$ cat config.mk
export PLATFORM = sky130hd
export DESIGN_NAME = mem_wb_stage
export DESIGN_NICKNAME = d
export VERILOG_FILES = /design/src/rtl/pipe_pkg.sv /design/src/rtl/pipe_skid_buf.sv /design/src/rtl/mem_wb_stage.sv
export SDC_FILE = /design/constraint.sdc
export NUM_CORES = 1
export LEC_CHECK = 0
export ABC_AREA = 1
export BUFFER_PORTS_ARGS = -buffer_cell sky130_fd_sc_hd__buf_2
export CORE_MARGIN = 8
export CORE_UTILIZATION = 56
export DETAILED_ROUTE_END_ITERATION = 8
export PLACE_DENSITY = 0.8
export SLEW_MARGIN = 30
export SYNTH_ARGS = -nofsm -noshare
export SYNTH_HDL_FRONTEND = slang
export SYNTH_SLANG_ARGS = --single-unit
$ cat constraint.sdc
create_clock -name clk_i -period 1.9 [get_ports clk_i]
set_clock_uncertainty 0.2 [all_clocks]
set_input_delay 0.19 -clock clk_i [delete_from_list [all_inputs] [get_ports clk_i]]
set_output_delay 0.19 -clock clk_i [all_outputs]
set_load 0.01 [all_outputs]
$ cat src/rtl/pipe_pkg.sv
// Shared pipeline definitions: default datapath widths and the MEM->WB payload record.
package pipe_pkg;

    localparam int DEF_XLEN = 32;
    localparam int DEF_RD_W = 5;

    typedef struct packed {
        logic                regwrite;
        logic                memtoreg;
        logic [DEF_XLEN-1:0] alu;
        logic [DEF_XLEN-1:0] mem;
        logic [DEF_RD_W-1:0] rd;
    } wb_payload_t;

    // Writeback value of a payload: memory data for loads, ALU result otherwise.
    function automatic logic [DEF_XLEN-1:0] wb_select(input wb_payload_t p);
        return p.memtoreg ? p.mem : p.alu;
    endfunction

endpackage

$ cat src/rtl/pipe_skid_buf.sv
// Generic 2-entry (head H + skid S) valid/ready buffer with flush; ready_o is registered
// as !S.v so the upstream path never sees a combinational dependency on ready_i.
module pipe_skid_buf #(
    parameter type T = logic [7:0]
) (
    input  logic clk_i,
    input  logic rst_i,
    input  logic flush_i,
    input  logic valid_i,
    input  T     data_i,
    output logic ready_o,
    output logic valid_o,
    input  logic ready_i,
    output T     data_o,
    output logic skid_valid_o,
    output T     skid_data_o
);

    logic h_v_q, h_v_d, s_v_q, s_v_d, ready_q;
    T     h_q, h_d, s_q, s_d;
    logic accept, pop;

    assign accept = valid_i & ready_q;
    assign pop    = h_v_q & ready_i;

    // NOTE: every next-state value gets a hold default first, so no branch can infer a latch.
    always_comb begin
        h_v_d = h_v_q;
        s_v_d = s_v_q;
        h_d   = h_q;
        s_d   = s_q;
        if (flush_i) begin
            h_v_d = 1'b0;
            s_v_d = 1'b0;
        end else if (pop) begin
            if (s_v_q) begin
                h_d = s_q;
                if (accept) s_d = data_i;
                else        s_v_d = 1'b0;
            end else if (accept) begin
                h_d = data_i;
            end else begin
                h_v_d = 1'b0;
            end
        end else if (!h_v_q) begin
            if (accept) begin
                h_d   = data_i;
                h_v_d = 1'b1;
            end
        end else if (accept) begin
            s_d   = data_i;
            s_v_d = 1'b1;
        end
    end

    // NOTE: payload is cleared on reset too, so reset state is fully deterministic.
    always_ff @(posedge clk_i) begin
        if (!rst_i) begin
            h_v_q   <= 1'b0;
            s_v_q   <= 1'b0;
            h_q     <= '0;
            s_q     <= '0;
            ready_q <= 1'b0;
        end else begin
            h_v_q   <= h_v_d;
            s_v_q   <= s_v_d;
            h_q     <= h_d;
            s_q     <= s_d;
            ready_q <= !s_v_d;
        end
    end

    assign ready_o      = ready_q;
    assign valid_o      = h_v_q;
    assign data_o       = h_q;
    assign skid_valid_o = s_v_q;
    assign skid_data_o  = s_q;

endmodule

$ cat src/rtl/mem_wb_stage.sv
// MEM->WB pipeline stage: skid-buffered handshake, x0 write masking and writeback mux.
// Optional EX forwarding outputs are enabled by defining MEM_WB_STAGE_FWD_EN.
module mem_wb_stage
    import pipe_pkg::*;
#(
    parameter int XLEN      = DEF_XLEN,
    parameter int RD_W      = DEF_RD_W,
    parameter int ZERO_MASK = 1
) (
    input  logic            clk_i,
    input  logic            rst_i,
    input  logic            flush_i,
    input  logic            valid_i,
    output logic            ready_o,
    input  logic            regwrite_i,
    input  logic            memtoreg_i,
    input  logic [XLEN-1:0] aluresult_i,
    input  logic [XLEN-1:0] rddata_i,
    input  logic [RD_W-1:0] rd_i,
    output logic            valid_o,
    input  logic            ready_i,
    output logic            regwrite_o,
    output logic [RD_W-1:0] rd_o,
`ifdef MEM_WB_STAGE_FWD_EN
    output logic            fwd_valid_o,
    output logic [RD_W-1:0] fwd_rd_o,
    output logic [XLEN-1:0] fwd_data_o,
`endif
    output logic [XLEN-1:0] wbdata_o
);

    // The payload record is sized by the package; XLEN/RD_W must match its defaults.
    wb_payload_t in_p, head, skid;
    logic        skid_v;
    logic        rd_nonzero;

    assign rd_nonzero = (rd_i != '0);

    always_comb begin
        in_p          = '0;
        in_p.regwrite = regwrite_i & ((ZERO_MASK == 0) | rd_nonzero);
        in_p.memtoreg = memtoreg_i;
        in_p.alu      = aluresult_i;
        in_p.mem      = rddata_i;
        in_p.rd       = rd_i;
    end

    pipe_skid_buf #(.T(wb_payload_t)) u_buf (
        .clk_i        (clk_i),
        .rst_i        (rst_i),
        .flush_i      (flush_i),
        .valid_i      (valid_i),
        .data_i       (in_p),
        .ready_o      (ready_o),
        .valid_o      (valid_o),
        .ready_i      (ready_i),
        .data_o       (head),
        .skid_valid_o (skid_v),
        .skid_data_o  (skid)
    );

    assign regwrite_o = valid_o & head.regwrite;
    assign rd_o       = head.rd;
    assign wbdata_o   = wb_select(head);

`ifdef MEM_WB_STAGE_FWD_EN
    logic s_ok, h_ok;

    // Skid holds the younger instruction, so it wins when both write a register.
    assign s_ok        = skid_v & skid.regwrite & (skid.rd != '0);
    assign h_ok        = valid_o & head.regwrite & (head.rd != '0);
    assign fwd_valid_o = rst_i & (s_ok | h_ok);
    assign fwd_rd_o    = s_ok ? skid.rd : head.rd;
    assign fwd_data_o  = s_ok ? wb_select(skid) : wb_select(head);
`else
    logic unused_skid;
    assign unused_skid = ^{skid_v, skid};
`endif

endmodule

==> flow_metrics.tcl <==
set metrics [dict create \
    tightest_slew_ps 533 \
    leakage_nw 3.84 \
    grt_pass1_wl_mm 28.4 \
    synth_cell_type_count 20 \
    fin_tns_setup_ps 0 \
    end_kind "output port" \
    first_pass_iters 5 \
    worstHoldPathCells 5 \
    fillers 851 \
    synthesis.nets 928 \
    detail_route.iter0.violations 622 \
    clock_sinks 145 \
    antenna_found_initial 0 \
    fp.dieH_um 123 \
    avgSynthCellArea_um2 7.49 \
    syn_to_final_growth_pct 29.7 \
    overflow 0 \
    fin_util_pct 73.5 \
    avgViaCountPerCell 5.29 \
    yosysSeqAreaShare_pct 45.5 \
    syn_area_mm2 0.00638 \
    mostFrequentLayoutCells "352 x nor2_1, 144 x dfxtp_1, 114 x buf_2" \
    postRouteAntennaNets 0 \
    avgRoutedWirePerCell_um 15.2 \
    cts_tree "done" \
    holdCritStartpoint "ready_i" \
    instances_no_fill 1163 \
    layout-drive-gt1-share_pct 19.5 \
    fin_crit_sh_pct 97.8 \
    reg2reg_from "u_buf.valid_o" \
    cp_max_fo 12 \
    drv_slew 0 \
    grt_pass1_vias 5845 \
    required_ps 1510 \
    clk_path_buf_depth 2 \
    synth_seq_cells 145 \
    post_cts_buffers 0 \
    pin_count 116 \
    core_mm2 0.0113 \
    r2r-end "u_buf.data_o[68]" \
    final_hold_viol_count 0 \
    ir_drop_mv 0.697 \
    clk_latency_ps 410 \
    critPathArrivalTime_ps 1470 \
    worstRegToRegCells 7 \
    holdCritPathClass "in2reg" \
    cts_made_buffers 17 \
    fin_crit_ps 1860 \
    path_clk_slew_ps 60 \
    cap_violations 0 \
    n_antenna_cell 0 \
    post-route-drc-count 0 \
    cts_root_buffer "clkbuf_16" \
    fin_nets 1083 \
    path_class "reg2out" \
    p_total_mw 7.08 \
    io_buffers 115 \
    fin_ws_ps 41.9 \
    dpl_worst_slack_ps 269 \
    holdPathEnd "u_buf.ready_o" \
    globalRouteTotalUtil_pct 23.4 \
    hpwl_mm 10.0 \
    seqCellArea_mm2 0.00291 \
    multi_input_area_mm2 0.00305 \
    vias 6154 \
    die-area_mm2 0.0151 \
    dp.cells 1059 \
    final_common_cell "nor2_1" \
    drt-total-wl_mm 17.7 \
    routabilityCongestion 0.795 \
    startpoint_type "flop" \
    powerDensity_mw_per_mm2 855 \
    setup_viol 0 \
    status "finished, final reports clean" \
    yosysWarnings 0 \
    start_util_pct 56.6 \
    maxSlewHeadroom_pct 64.5 \
    grt_max_degree 145 \
    fp-row-count 39 \
    die_w_um 123 \
    cts-htree-levels 4 \
    rsz0062_at_grt "yes" \
    fmax_mhz 538 \
    rrSetupSlack_ps 200 \
    syn_inst 852 \
]
-- layout make-up --
type / count / share of cell area (%)
Inverter: 15 / 0.680
Multi-Input combinational cell: 625 / 36.9
Sequential cell: 145 / 35.1
Timing Repair Buffer: 203 / 18.4
Clock inverter: 5 / 0.604
Clock buffer: 27 / 6.20
Tap cell: 143 / 2.16
-- worst max-delay path: stages, from the launching register on --
cell and delay [ps]:
dfxtp_4 370, buf_6 170, mux2_2 370, buf_2 140
-- layer usage --
layer / global-route usage [%] / wire length [um] / vias up
met5: 0 / 0 / -
met4: 8.00 / 324 / 0
met2: 39.8 / 8480 / 224
li1: - / - / 3064
met1: 28.1 / 7580 / 2834
met3: 5.89 / 1260 / 32
-- how the worst max path moves through the flow --
stage | startpoint | end | slack (ps) | cells after the start
after global placement | u_buf.valid_o | u_buf.data_o[26] | 340 | 7
after floorplan | u_buf.valid_o | u_buf.data_o[68] | 420 | 8
after CTS | u_buf.data_o[69] | wbdata_o[27] | 20 | 3
after global routing | u_buf.valid_o | u_buf.data_o[68] | -5 | 7
after detailed placement | u_buf.valid_o | u_buf.data_o[69] | 270 | 7
final | u_buf.data_o[69] | wbdata_o[10] | 40 | 3
-- where the power goes --
group	total, mW	internal (mW)	switching [mW]
Combinational	0.726	0.353	0.373
Sequential	3.18	3.13	0.0497
Clock	3.17	1.97	1.20
Total	7.08	5.46	1.62
-- registers in the layout, summed over array words and instances, names as in the netlist --
register            cells
u_buf.data_o           71
u_buf.skid_data_o      71
u_buf.ready_o           1
u_buf.skid_valid_o      1
u_buf.valid_o           1
-- logic make-up (layout without fill, tap and decap cells) --
| kind of cell | after synthesis | after routing | share of synthesized area [%] |
|---|---|---|---|
| AOI/OAI and AO/OA | 214 | 214 | 19.5 |
| buffers and inverters | 82 | 250 | 6.72 |
| DFF | 145 | 145 | 45.5 |
| muxes | 32 | 32 | 5.64 |
| and+or+nand+nor | 379 | 379 | 22.7 |
-- stage by stage --
stage / hold WS (ps) / area [um^2]
after floorplan: 154 / 6380
after global routing: 77.8 / 8280
final: 54.7 / 8280
after CTS: 39.1 / 8280
after detailed placement: 266 / 6990
after global placement: 256 / 6990
-- synth_stat cells --
cell        n  share of area, %
a21oi_1     3              0.24
a31oi_1     1             0.098
buf_2      10              0.78
buf_4      15               1.8
buf_6       7               1.2
clkbuf_1   35               2.1
dfxtp_1   145                45
inv_1      12              0.71
inv_2       3              0.18
mux2_2     32               5.6
nand2_1    18               1.1
nand2_2     1             0.098
nand2_4     1              0.18
nand3_1     5              0.39
nand3_2     1              0.16
nor2_1    352                21
o21a_1     69               8.1
o21ai_0    83               6.5
o21ai_1    58               4.5
or2_2       1             0.098
-- what timing repair did --
action	4_1_cts	5_1_grt
setup endpoints to repair	11	5
resized for setup	1	2
hold buffers	72	0
gates cloned	0	0
hold endpoints to repair	142	0
No activity file was read; power rests on OpenSTA's default activity.
